==> config.mk <==
export PLATFORM = sky130hd
export DESIGN_NAME = reg_read_stage_flat
export DESIGN_NICKNAME = d
export VERILOG_FILES = /design/src/rtl/reg_read_stage_if.sv /design/src/rtl/reg_read_stage.sv /design/src/flat_wrapper.sv
export SDC_FILE = /design/constraint.sdc
export NUM_CORES = 1
export LEC_CHECK = 0
export BUFFER_PORTS_ARGS = -buffer_cell sky130_fd_sc_hd__buf_2
export CAP_MARGIN = 5
export CORE_MARGIN = 1
export CORE_UTILIZATION = 54
export DETAILED_ROUTE_END_ITERATION = 8
export GPL_ROUTABILITY_DRIVEN = 0
export PLACE_DENSITY = 0.86
export RECOVER_POWER = 25
export SLEW_MARGIN = 5
export SYNTH_ARGS = -nofsm -noshare
export SYNTH_HDL_FRONTEND = slang
export SYNTH_SLANG_ARGS = --single-unit
==> constraint.sdc <==
create_clock -name clk -period 7.64 [get_ports clk]
set_input_delay 0 -clock clk [delete_from_list [all_inputs] [get_ports clk]]
set_output_delay 0 -clock clk [all_outputs]
set_load 0.05 [all_outputs]
==> src/rtl/reg_read_stage_if.sv <==
// rtl/reg_read_stage_if.sv - decode-side and execute-side handshake bundle for the register read stage
interface reg_read_stage_if;
  // decode -> register read
  logic        decValid;
  logic        decReady;
  logic [4:0]  decRs1;
  logic [4:0]  decRs2;
  logic [4:0]  decRd;
  logic        decRdWrite;
  logic [31:0] decPayload;

  // register read -> execute
  logic        exValid;
  logic        exReady;
  logic [31:0] exRs1Value;
  logic [31:0] exRs2Value;
  logic [4:0]  exRd;
  logic        exRdWrite;
  logic [31:0] exPayload;

  // the register read stage itself
  modport slave (
    input  decValid,
    output decReady,
    input  decRs1,
    input  decRs2,
    input  decRd,
    input  decRdWrite,
    input  decPayload,
    output exValid,
    input  exReady,
    output exRs1Value,
    output exRs2Value,
    output exRd,
    output exRdWrite,
    output exPayload
  );

  // the surrounding pipeline (decode producer and execute consumer)
  modport master (
    output decValid,
    input  decReady,
    output decRs1,
    output decRs2,
    output decRd,
    output decRdWrite,
    output decPayload,
    input  exValid,
    output exReady,
    input  exRs1Value,
    input  exRs2Value,
    input  exRd,
    input  exRdWrite,
    input  exPayload
  );
endinterface

==> src/rtl/reg_read_stage.sv <==
// rtl/reg_read_stage.sv - operand fetch with writeback bypass, busy-bit scoreboard and one output register
module reg_read_stage (
  input  logic                  clk,
  input  logic                  rstN,
  input  logic                  flush,
  reg_read_stage_if.slave       rr,
  output logic [4:0]            regReadAddr1,
  output logic [4:0]            regReadAddr2,
  input  logic [31:0]           regReadValue1,
  input  logic [31:0]           regReadValue2,
  input  logic                  wbWriteEnable,
  input  logic [4:0]            wbWriteAddr,
  input  logic [31:0]           wbWriteValue
);

  // one bit per architectural register: a result is still in flight toward it
  logic [31:0] busy_q, busy_d;

  logic        ex_valid_q, ex_valid_d;
  logic [31:0] ex_rs1_value_q, ex_rs1_value_d;
  logic [31:0] ex_rs2_value_q, ex_rs2_value_d;
  logic [4:0]  ex_rd_q, ex_rd_d;
  logic        ex_rd_write_q, ex_rd_write_d;
  logic [31:0] ex_payload_q, ex_payload_d;

  logic        wb_hit_rs1, wb_hit_rs2, wb_hit_rd;
  logic [31:0] op1_value, op2_value;
  logic        hazard_rs1, hazard_rs2, hazard_waw;
  logic        out_free;
  logic        dec_ready;
  logic        accept;

  // register file addresses follow the decode sources directly
  assign regReadAddr1 = rr.decRs1;
  assign regReadAddr2 = rr.decRs2;

  // operand selection: x0 reads zero, a same-cycle writeback wins over the stale file value
  always_comb begin
    wb_hit_rs1 = 1'b0;
    wb_hit_rs2 = 1'b0;
    wb_hit_rd  = 1'b0;
    op1_value  = regReadValue1;
    op2_value  = regReadValue2;

    wb_hit_rs1 = wbWriteEnable && (wbWriteAddr == rr.decRs1);
    wb_hit_rs2 = wbWriteEnable && (wbWriteAddr == rr.decRs2);
    wb_hit_rd  = wbWriteEnable && (wbWriteAddr == rr.decRd);

    if (rr.decRs1 == 5'd0) begin
      op1_value = 32'd0;
    end else if (wb_hit_rs1) begin
      op1_value = wbWriteValue;
    end

    if (rr.decRs2 == 5'd0) begin
      op2_value = 32'd0;
    end else if (wb_hit_rs2) begin
      op2_value = wbWriteValue;
    end
  end

  // hazard detection and the ready decision; decValid deliberately does not feed ready
  always_comb begin
    hazard_rs1 = 1'b0;
    hazard_rs2 = 1'b0;
    hazard_waw = 1'b0;
    out_free   = 1'b0;
    dec_ready  = 1'b0;
    accept     = 1'b0;

    // a writeback landing this cycle resolves the dependency, so it is not a hazard
    hazard_rs1 = (rr.decRs1 != 5'd0) && busy_q[rr.decRs1] && !wb_hit_rs1;
    hazard_rs2 = (rr.decRs2 != 5'd0) && busy_q[rr.decRs2] && !wb_hit_rs2;
    hazard_waw = rr.decRdWrite && (rr.decRd != 5'd0) && busy_q[rr.decRd] && !wb_hit_rd;

    out_free  = !ex_valid_q || rr.exReady;
    dec_ready = !flush && out_free && !hazard_rs1 && !hazard_rs2 && !hazard_waw;
    accept    = rr.decValid && dec_ready;
  end

  assign rr.decReady = dec_ready;

  // next state for the scoreboard and the output register
  always_comb begin
    busy_d         = busy_q;
    ex_valid_d     = ex_valid_q;
    ex_rs1_value_d = ex_rs1_value_q;
    ex_rs2_value_d = ex_rs2_value_q;
    ex_rd_d        = ex_rd_q;
    ex_rd_write_d  = ex_rd_write_q;
    ex_payload_d   = ex_payload_q;

    if (flush) begin
      // redirect: everything in flight is dead, including this cycle's writeback bookkeeping
      busy_d     = 32'd0;
      ex_valid_d = 1'b0;
    end else begin
      // clear first so that a simultaneous re-issue to the same register keeps it busy
      if (wbWriteEnable) begin
        busy_d[wbWriteAddr] = 1'b0;
      end
      if (accept && rr.decRdWrite && (rr.decRd != 5'd0)) begin
        busy_d[rr.decRd] = 1'b1;
      end

      if (accept) begin
        ex_valid_d     = 1'b1;
        ex_rs1_value_d = op1_value;
        ex_rs2_value_d = op2_value;
        ex_rd_d        = rr.decRd;
        ex_rd_write_d  = rr.decRdWrite;
        ex_payload_d   = rr.decPayload;
      end else if (ex_valid_q && rr.exReady) begin
        ex_valid_d = 1'b0;
      end
    end

    // x0 is never tracked
    busy_d[0] = 1'b0;
  end

  // state registers with asynchronous active-low reset
  always_ff @(posedge clk or negedge rstN) begin
    if (!rstN) begin
      busy_q         <= 32'd0;
      ex_valid_q     <= 1'b0;
      ex_rs1_value_q <= 32'd0;
      ex_rs2_value_q <= 32'd0;
      ex_rd_q        <= 5'd0;
      ex_rd_write_q  <= 1'b0;
      ex_payload_q   <= 32'd0;
    end else begin
      busy_q         <= busy_d;
      ex_valid_q     <= ex_valid_d;
      ex_rs1_value_q <= ex_rs1_value_d;
      ex_rs2_value_q <= ex_rs2_value_d;
      ex_rd_q        <= ex_rd_d;
      ex_rd_write_q  <= ex_rd_write_d;
      ex_payload_q   <= ex_payload_d;
    end
  end

  assign rr.exValid    = ex_valid_q;
  assign rr.exRs1Value = ex_rs1_value_q;
  assign rr.exRs2Value = ex_rs2_value_q;
  assign rr.exRd       = ex_rd_q;
  assign rr.exRdWrite  = ex_rd_write_q;
  assign rr.exPayload  = ex_payload_q;

endmodule

==> src/flat_wrapper.sv <==
// flat-port wrapper written by rule: the top's interface ports become plain ports
module reg_read_stage_flat 
  (clk, rstN, flush, regReadAddr1, regReadAddr2, regReadValue1, regReadValue2, wbWriteEnable, wbWriteAddr, wbWriteValue, rr_decValid, rr_decReady, rr_decRs1, rr_decRs2, rr_decRd, rr_decRdWrite, rr_decPayload, rr_exValid, rr_exReady, rr_exRs1Value, rr_exRs2Value, rr_exRd, rr_exRdWrite, rr_exPayload);
  reg_read_stage_if rr_i ();
  input  logic clk;
  input  logic rstN;
  input  logic flush;
  output logic [4:0] regReadAddr1;
  output logic [4:0] regReadAddr2;
  input  logic [31:0] regReadValue1;
  input  logic [31:0] regReadValue2;
  input  logic wbWriteEnable;
  input  logic [4:0] wbWriteAddr;
  input  logic [31:0] wbWriteValue;
  input wire logic [$bits(rr_i.decValid)-1:0] rr_decValid;
  output wire logic [$bits(rr_i.decReady)-1:0] rr_decReady;
  input wire logic [$bits(rr_i.decRs1)-1:0] rr_decRs1;
  input wire logic [$bits(rr_i.decRs2)-1:0] rr_decRs2;
  input wire logic [$bits(rr_i.decRd)-1:0] rr_decRd;
  input wire logic [$bits(rr_i.decRdWrite)-1:0] rr_decRdWrite;
  input wire logic [$bits(rr_i.decPayload)-1:0] rr_decPayload;
  output wire logic [$bits(rr_i.exValid)-1:0] rr_exValid;
  input wire logic [$bits(rr_i.exReady)-1:0] rr_exReady;
  output wire logic [$bits(rr_i.exRs1Value)-1:0] rr_exRs1Value;
  output wire logic [$bits(rr_i.exRs2Value)-1:0] rr_exRs2Value;
  output wire logic [$bits(rr_i.exRd)-1:0] rr_exRd;
  output wire logic [$bits(rr_i.exRdWrite)-1:0] rr_exRdWrite;
  output wire logic [$bits(rr_i.exPayload)-1:0] rr_exPayload;
  assign rr_i.decValid = rr_decValid;
  assign rr_decReady = rr_i.decReady;
  assign rr_i.decRs1 = rr_decRs1;
  assign rr_i.decRs2 = rr_decRs2;
  assign rr_i.decRd = rr_decRd;
  assign rr_i.decRdWrite = rr_decRdWrite;
  assign rr_i.decPayload = rr_decPayload;
  assign rr_exValid = rr_i.exValid;
  assign rr_i.exReady = rr_exReady;
  assign rr_exRs1Value = rr_i.exRs1Value;
  assign rr_exRs2Value = rr_i.exRs2Value;
  assign rr_exRd = rr_i.exRd;
  assign rr_exRdWrite = rr_i.exRdWrite;
  assign rr_exPayload = rr_i.exPayload;
  reg_read_stage u_core (.clk(clk), .rstN(rstN), .flush(flush), .rr(rr_i), .regReadAddr1(regReadAddr1), .regReadAddr2(regReadAddr2), .regReadValue1(regReadValue1), .regReadValue2(regReadValue2), .wbWriteEnable(wbWriteEnable), .wbWriteAddr(wbWriteAddr), .wbWriteValue(wbWriteValue));
endmodule
==> results of run 1 <==
logic make-up (layout without fill, tap and decap cells):
family	after synthesis	count (layout)
AOI/OAI and AO/OA	135	135
buffers and inverters	65	468
other	0	4
muxes	135	135
and+or+nand+nor	131	131
xor gates and xnor gates	15	15
DFF	134	134
flip-flops by register name, summed over array words and instances, names as in the netlist:
signal and count:
u_core.rr.exPayload 32, u_core.rr.exRs1Value 32, u_core.rr.exRs2Value 32, u_core.busy_q 31, u_core.rr.exRd 5, u_core.rr.exRdWrite 1, u_core.rr.exValid 1
layout by cell type (no fill, tap or decap), types with 3 or more instances in the layout:
cell type                       netlist  routed
sky130_fd_sc_hd__a211oi_1             4       4
sky130_fd_sc_hd__a22o_1              64      64
sky130_fd_sc_hd__buf_2               12     248
sky130_fd_sc_hd__buf_4               11       6
sky130_fd_sc_hd__bufinv_16            0       4
sky130_fd_sc_hd__clkbuf_1            33      21
sky130_fd_sc_hd__clkbuf_16            0      17
sky130_fd_sc_hd__clkbuf_8             0       3
sky130_fd_sc_hd__clkinvlp_4           0       3
sky130_fd_sc_hd__dfrtp_1            134     134
sky130_fd_sc_hd__diode_2              0       4
sky130_fd_sc_hd__dlygate4sd3_1        0     161
sky130_fd_sc_hd__mux2_1              28      28
sky130_fd_sc_hd__mux2_2              77      77
sky130_fd_sc_hd__mux2i_1             15      15
sky130_fd_sc_hd__mux4_2              15      15
sky130_fd_sc_hd__nand2_1             29      29
sky130_fd_sc_hd__nand3_1              9       9
sky130_fd_sc_hd__nand3b_1            24      24
sky130_fd_sc_hd__nor2_1              17      15
sky130_fd_sc_hd__nor2b_1             25      25
sky130_fd_sc_hd__nor3_1               3       3
sky130_fd_sc_hd__nor3b_1              5       5
sky130_fd_sc_hd__nor4_1               3       3
sky130_fd_sc_hd__o21ai_0             27      27
sky130_fd_sc_hd__o31ai_1             18      18
sky130_fd_sc_hd__o41ai_2              8       8
sky130_fd_sc_hd__xnor2_1              3       3
sky130_fd_sc_hd__xor2_1              12      12
worst max-delay path: cells and delay by family (launching register included):
| family | cells | cell delay [ns] |
|---|---|---|
| mux | 2 | 1.01 |
| simple gates | 2 | 0.96 |
| compound gates | 2 | 0.91 |
| buf+inv | 1 | 0.77 |
| flops | 1 | 0.47 |
per-layer routing:
layer  part of all wire (%)  track usage [%]  up-vias
li1                       -                -     3087
met1                     31             48.6     3719
met2                     47             75.5      818
met3                     11             14.8      301
met4                     11             41.6        2
met5                  0.040                0        -
final timing paths:
kind                                                      start                                    to  slack, ns  depth (start not counted)
setup / recovery                    u_core.busy_q[21]$_DFF_PN0_           u_core.busy_q[27]$_DFF_PN0_       3.29                          7
hold / removal                                      rr_decRd[3]         u_core.rr.exRd[3]$_DFFE_PN0P_      0.002                          2
setup reg to reg                    u_core.busy_q[21]$_DFF_PN0_           u_core.busy_q[27]$_DFF_PN0_       3.29                          7
hold reg to reg            u_core.rr.exRs1Value[13]$_DFFE_PN0P_  u_core.rr.exRs1Value[13]$_DFFE_PN0P_       0.50                          1
max in group asynchronous                                  rstN           u_core.busy_q[14]$_DFF_PN0_       3.38                          3
min in group asynchronous                                  rstN   u_core.rr.exPayload[25]$_DFFE_PN0P_       1.74                          2
metrics by stage:
step / hold slack [ns] / worst slack [ns]
floorplan: -0.296 / 5.17
global placement: 0.0734 / 3.76
detailed placement: 0.0788 / 3.68
CTS: 0.000662 / 3.78
global route: 0.0266 / 2.60
finish: 0.00193 / 3.29
layout make-up:
cell class	instances	area [µm²]
fillers	688	2370
repair buffers	435	2970
well taps	176	220
clock buffers	21	470
flip-flops and latches	134	3350
multi-input cells	416	3670
inverters	1	3.75
clock inverters	11	170
diodes	4	10.0
power groups by stage:
stage	Clock, mW	Sequential [mW]	Combinational, mW
after floorplan	0	1.50	0.234
after global placement	0	0.941	1.06
after detailed placement	0	0.949	1.08
after CTS	0.893	0.942	1.15
after global routing	0.956	0.988	1.24
final	0.931	0.980	1.22
==> results.txt, run 1 <==
The share of the synthesized area in compound gates (AO/OA/AOI/OAI) came out at 15.0%. The completed layout was analyzed and its total power is ~3.1 mW. VDD sags by at most ~0.22 mV.

The number of levels the H-tree was split into is 4. Of all nets on the critical path, the largest fanout is 83. The count of routing violations after the opening detailed-route iteration came out at 938. The area of the mapped netlist came out at around 7300 µm². The worst path arrival time came out at 4.60 ns. The fraction of layout instances using a drive strength above 1 came out at 38.7%. The xor/xnor cell area share of the yosys netlist came out at 1.79%.

The number of warnings printed during yosys synthesis came out at 0. The number of buffers inserted during clock tree synthesis came out at 17. The first global-routing pass estimated 48.6 mm of wire. The fraction of power consumed by the clock network came out at between 20% and 30%.

The min-delay analysis places its worst path in the category input pin to flop. The critical path goes through mux4_2, mux4_2, nand2b_1, o311ai_1, nand4_4, buf_4, o21ai_0. The count of non-filler cells in the finished layout came out at 1198. The number of buffers added to fix hold violations after cts is 161. At the end of the flow the core is filled with cells to 82.1%.

The remaining global-route overflow is 0. The horizontal extent of the die came out at 118 µm. Post-CTS timing repair inserted 0 buffers for setup. After detailed routing, the number of remaining DRC violations is 2. Setup violations remaining at the end of the flow were counted as 0.

The final clock period utilization by the worst path came out at 56.9%. The checks that failed: design-rule violations, max-capacitance violations, max-slew violations. The worst-path cell with the longest stage delay is sky130_fd_sc_hd__nand4_4.

The internal power of the cells totals 1.78 mW. Counting distinct cell types in the post-synthesis netlist gives 46. The slew at the pin with the worst max-slew slack is around 4.4 ns. In this run, synthesis inferred 0 flip-flops with an integrated enable. The total iterations of the first detailed-routing run came out at 8. The initial antenna violation count came out at 5. The analysis attributes to net switching a power of 1.35 mW. The synthesized design devotes to its leading area cell type 45.8% of total area. The routed length per placed instance is 26.9 µm. The area enclosed by the die boundary is approximately 14000 µm². The cell count after synthesis came out at between 600 and 700.

The leakage power of the design came out at 4.94 nW. The clock passes through at most 2 buffers. Setup repair after global routing left no endpoint under its margin.

The post-cts sizing count is 0. Based on the critical path, the design can be clocked at up to 0.230 GHz. Wires add up to roughly 32 mm. The synthesized netlist devotes 0% of its cell area to adder and majority cells. Counting stages on the worst path, the most repeated cell is sky130_fd_sc_hd__mux4_2.

The register area share after synthesis is between 40% and 50%. The clock net in this run drives a total of around 130 sinks. The headroom to the max-slew limit is -195%. CTS placed an instance of sky130_fd_sc_hd__clkbuf_16 at the clock tree root. Power spread over the standard cell area amounts to 288 nW/µm².

For the worst setup path, the data required time is 7.89 ns. With fillers left out, the area of the finished cells amounts to ~11000 µm². The floorplan die height came out at about 120 µm. Entering global routing, the biggest net connects 84 pins. The initial cell density of the core is 55.3%. The fraction of the mapped netlist area in simple logic gates is 10.2%.

Input and output buffers added on the ports amount to 268. By area, the combinational part of the netlist is dominated by multiplexers. The setup path with the least slack is of type flop to flop. The clock-pin slew on the worst setup and hold paths came out at 0.06 ns. The area growth from synthesis to layout is 48.4%.

The number of nets in the layout came out at 1160. The worst setup path is launched from a flop. By count the netlist is led by 134 x sky130_fd_sc_hd__dfrtp_1, 77 x sky130_fd_sc_hd__mux2_2, 64 x sky130_fd_sc_hd__a22o_1.

In this design, the stage delay of the slowest critical-path cell is 0.79 ns. The clock tree from TritonCTS is yes. STA classifies the critical path endpoint as a flop. The leading cell type by number of instances after synthesis is sky130_fd_sc_hd__dfrtp_1. The count of nets left with antenna violations once routing finished came out at 0.

The number of max-capacitance violations reported is 1. The later pin in the worst-skew pair is clocked with a latency of about 0.43 ns. The number of nets in the synthesized netlist came out at 770. The final-report max-slew violation count came to roughly 80. The minimum clock period came out at 4.35 ns.

The hold violation count in the final report came out at 0. The number of ports placed on the die boundary came out at between 200 and 300. The number of global-route vias before repair is 8342.

After detailed placement, the total cell area comes to 8640 µm². The proportion of register bits with asynchronous set or reset after synthesis is 100%. The final sum of negative setup slack is 0 ns.

The part of the power in registers is 31.3%. The worst-case clock skew is 0.0164 ns. The post-synthesis register bit count is 134. sky130_fd_sc_hd__dfrtp_1 takes more of the synthesized area than any other cell. The global-route total usage across every layer came out at approximately 47%.

The post-detailed-placement half-perimeter wirelength came out at ~15 mm. The flow ran to the end, but the final reports show violations. The synthesized area per cell is 11.9 µm². Of the total power, combinational logic draws 38.9%.

The most used flip-flop cell after synthesis is sky130_fd_sc_hd__dfrtp_1. The core region is 13200 µm². By area the synthesized netlist is led by sky130_fd_sc_hd__dfrtp_1 46%, sky130_fd_sc_hd__mux2_2 12%, sky130_fd_sc_hd__a22o_1 7.7%. Measured against the total synthesized area, the mux share comes to 22.8%.

For this block, the via count after detailed routing is 7927. The per-cell via count in the routed design is 6.62. The switching share of power is 43.1%. The site row count came out at 42. The number of instances in the placed design came out at 1001.
Power figures use the tool's default switching activity.
==> run 2: changes to the inputs <==
- ABC_AREA: default -> 1
- CORE_UTILIZATION: 54 -> 47
- PLACE_DENSITY: 0.86 -> 0.78
- clock period: 7.64 -> 3.9 ns (I/O delays scaled with it)
==> run 2 against run 1 <==
Against the previous run:
- the flow finishes with violations (max-capacitance violations, max-slew violations)
- clock-buffer cell count shrank 3
- first-iteration DRC count grew 57%
- combinational power grew 130%
- utilization shrank 13 points
- die area grew 28%
- via count grew 36%
- non-clock buffer count grew 11
- clock power grew 77%
- global-route usage shrank 7.6 points
- critical path depth grew 9
- largest cell class unchanged
- highest routed layer is now met4
==> results.txt, run 2 <==
The run finished, with violations left. The checks that failed: max-capacitance violations, max-slew violations. The worst path arrival time is 3.32 ns (-1.28 ns). The post-CTS setup repair buffer count was 0 (unchanged). After synthesis, the cell types taking the most area are sky130_fd_sc_hd__dfrtp_1 41%, sky130_fd_sc_hd__nand2_1 29%, sky130_fd_sc_hd__nand3_1 6.3%. The number of nets in the layout is 1805 (+56%). The initial antenna violation count is 3 (-2).

The largest incremental delay on the critical path is 0.55 ns (-0.24 ns). The min-delay analysis places its worst path in the category input pin to flop. The reported net switching power came out at 3.08 mW (+130%). The minimum clock period came out at 2.97 ns. The post-place setup slack is 0.791 ns (-2.89 ns). The count of buffers from port buffering is 268 (unchanged). The number of distinct standard cells referenced by the synthesized netlist came out at 27 (-41%). The number of ports placed on the die boundary came out at 269 (unchanged). Ranked by instance count, the synthesized netlist is headed by 633 x sky130_fd_sc_hd__nand2_1, 134 x sky130_fd_sc_hd__dfrtp_1, 103 x sky130_fd_sc_hd__nand3_1.

The number of buffers inserted during clock tree synthesis came out at 17 (unchanged). The total of fill cells in the finished design came out at 1307 (+90%). The share of the core filled with cells is 69.3% (-13 points). The post-detailed-placement half-perimeter wirelength is 19.6 mm (+32%). The largest net degree at the start of global routing came to 107 (+27%).

The area growth from synthesis to layout is 42.4%. The number of levels the H-tree was split into is 4 (unchanged). After layout, the worst path uses between 70% and 80% of the clock period.

Derived from the worst setup path, the maximum achievable clock frequency is 0.337 GHz. The worst-case clock skew came to 0.0141 ns (-0.00227 ns). The number of global-route vias before repair is 10500 (+26%). The final wirelength is 34.4 mm (+7.0%). The area enclosed by the die boundary is 17900 µm² (+28%). The count of routing violations after the opening detailed-route iteration was 1471 (+57%).

The share of the synthesized area in the top cell type is 41.0% (-4.8 points). The slew at the pin with the worst max-slew slack came out at 2.76 ns (-1.66 ns). The register area share after synthesis came out at 41.0% (-4.8 points). The final worst setup slack came out at 0.932 ns (-2.36 ns).

The headroom to the max-slew limit is -84.1% (+110 points). The floorplan die height came out at 134 µm (+13%). The total DRC errors in the routed layout came out at 0 (-2). The sequential cell area in the final layout came to 3350 µm² (unchanged). The gate count of the mapped netlist is 1268 (+110%). The clock-pin slew on the worst setup and hold paths is 0.07 ns (about the same). The proportion of register bits with asynchronous set or reset after synthesis came out at 100% (unchanged). The fraction of layout instances using a drive strength above 1 came to 15.6% (-23 points). The share of total power in combinational logic came to 43.0% (+4.1 points). The clock tree root driver cell is sky130_fd_sc_hd__clkbuf_16. The setup slack on the worst flop-to-flop path came to 1.06 ns (-2.23 ns). The switching share of power is 48.0% (+5.0 points). The worst vdd rail ir drop is 0.416 mV (+89%).

The fraction of power consumed by the clock network came out at 25.8% (-4.0 points). In the layout the commonest cells are 633 x sky130_fd_sc_hd__nand2_1, 198 x sky130_fd_sc_hd__buf_2, 165 x sky130_fd_sc_hd__dlygate4sd3_1. The number of max-capacitance violations reported came out at 1 (unchanged).

The area taken by multi-input logic gates is 4080 µm² (+11%). The final number of setup-violating endpoints is 0 (unchanged). The ratio of total power to cell area came to 551 nW/µm² (+91%). The total clock sinks is 134 (unchanged). The hold violation count in the final report came out at 0 (unchanged). The final sum of negative setup slack came out at 0 ns (unchanged).

The routed length per placed instance came to 18.3 µm (-32%). The site row count came out at 47 (+12%). The worst setup path is of the input pin to flop kind. The clock tree from TritonCTS is yes. The cell internal power dissipation is 3.34 mW (+87%). The count of non-filler cells in the finished layout came to 1887 (+58%).

The data required time of the worst path came to 4.25 ns (-3.64 ns). Among all flip-flop cells after synthesis, the most frequent one is sky130_fd_sc_hd__dfrtp_1. The post-synthesis register bit count is 134 (unchanged). The largest total area in the synthesized netlist belongs to sky130_fd_sc_hd__dfrtp_1.

The family with the most delay on the worst path is buffers and inverters. The initial cell density of the core is 48.6% (-6.7 points). The number of warnings printed during yosys synthesis came out at 0 (unchanged). The vias after detailed routing is 10800 (+36%).

The number of nets in the synthesized netlist came out at 1423 (+85%). The worst setup path is captured at a flop. The remaining antenna violation count came out at 0 (unchanged). The placeable core region is 16800 µm² (+27%). The number of enable flip-flop cells after synthesis is 0 (unchanged). The number of buffers on the longest clock path came out at 2 (unchanged). The global-route total usage across every layer is 39.0% (-7.6 points). The remaining global-route overflow came out at 0 (unchanged).

The type of element launching the critical path is an input pin. The horizontal extent of the die was 134 µm (+13%). The leading cell type by number of instances after synthesis is sky130_fd_sc_hd__nand2_1. The number of instances in the placed design was 1686 (+68%). Setup repair after global routing left no endpoint under its margin. The critical path goes through dlygate4sd3_1, buf_2, nor3_2, nand2_1, nand2_1, inv_2, nand2_1, inv_1, nand2_1, nand3_1, nor2_4, nand2_4, inv_2, buf_12, nand2_1, nand2_1. The area of the mapped netlist is 8180 µm² (+12%). The wire length of the first global-routing pass is 54.0 mm (+11%). The top fanout value on the critical path was 71 (-14%).

The number of buffers and inverters on the critical path is 6 (+5). The clock latency reported for the late side of the worst-skew pair is 0.44 ns (about the same). The total iterations of the first detailed-routing run is 6 (-2). The final-report max-slew violation count is 107 (+37%). The library cell appearing most often on the critical path is sky130_fd_sc_hd__nand2_1.

The largest individual stage delay along the critical path comes from the cell sky130_fd_sc_hd__dlygate4sd3_1. The part of the power in registers is 31.2% (about the same). The per-cell via count in the routed design is 5.70 (-14%). The synthesized area per cell is 6.45 µm² (-46%).

The commonest non-fill, non-tap cell in the layout is sky130_fd_sc_hd__nand2_1. The leakage power of the design is 6.28 nW (+27%).
[run 2: cell count changes after synthesis, sizes merged, moves of 18 or more]
| cell | before | now |
|---|---|---|
| nand3b | 24 | 1 |
| nand2 | 29 | 634 |
| nor2b | 25 | 1 |
| nor3 | 3 | 22 |
| inv | 1 | 85 |
| o31ai | 18 | 0 |
| nand4 | 2 | 33 |
| nand3 | 9 | 103 |
| buf | 31 | 50 |
| mux2 | 105 | 0 |
| nor2 | 17 | 60 |
| a21oi | 2 | 69 |
| a22o | 64 | 0 |
[run 2: cells by family after synthesis]
family          share of synthesized area (%)
xor+xnor                                0.214
compound gates                           7.16
buf+inv                                  9.16
simple gates                             42.5
flops                                    41.0
[run 2: final cells by class]
type	instances	area share, %
antenna	4	0.0859
clock buffer	18	3.68
clock inverter	14	1.42
inverter	86	2.77
multi-input combinational	965	35.0
sequential	134	28.8
tap	220	2.36
timing repair buffer	446	25.9
[run 2: worst paths after layout]
kind	from	endpoint	cells past startpoint
max in group asynchronous	rstN	u_core.rr.exPayload[19]$_DFFE_PN0P_	3
min reg2reg	u_core.rr.exRs2Value[31]$_DFFE_PN0P_	u_core.rr.exRs2Value[31]$_DFFE_PN0P_	2
max reg2reg	u_core.busy_q[18]$_DFF_PN0_	u_core.rr.exPayload[14]$_DFFE_PN0P_	14
min	flush	u_core.busy_q[9]$_DFF_PN0_	2
max	rr_decRd[3]	u_core.rr.exPayload[14]$_DFFE_PN0P_	16
min in group asynchronous	rstN	u_core.rr.exRdWrite$_DFFE_PN0P_	2
[run 2: power groups by stage]
| stage | Combinational [mW] | Sequential, mW | Clock [mW] |
|---|---|---|---|
| 2_1_floorplan | 0.594 | 3.26 | 0 |
| 3_3_place_gp | 2.55 | 1.97 | 0 |
| 3_5_place_dp | 2.58 | 1.97 | 0 |
| 4_1_cts | 2.73 | 1.96 | 1.65 |
| 5_1_grt | 2.89 | 2.04 | 1.72 |
| 6_report | 2.76 | 2.00 | 1.65 |
[run 2: what timing repair did]
item	4_1_cts	5_1_grt
hold buffers	165	0
endpoints found under the hold margin	205	0
gates resized for setup	0	0
[run 2: layer usage]
layer,up-vias,GRT usage (%),wire (µm)
met5,-,0,0
met4,0,26.8,2550
met3,222,13.0,4260
met2,907,61.9,15600
met1,4874,44.4,12000
li1,4759,-,-
[run 2: metrics by stage]
| step | power, mW | area (µm²) | hold slack (ns) |
|---|---|---|---|
| floorplan | 3.85 | 8180 | -0.296 |
| global placement | 4.53 | 9490 | 0.196 |
| detailed placement | 4.55 | 9490 | 0.203 |
| CTS | 6.34 | 11700 | 0.0935 |
| global route | 6.65 | 11600 | 0.132 |
| finish | 6.42 | 11700 | 0.113 |
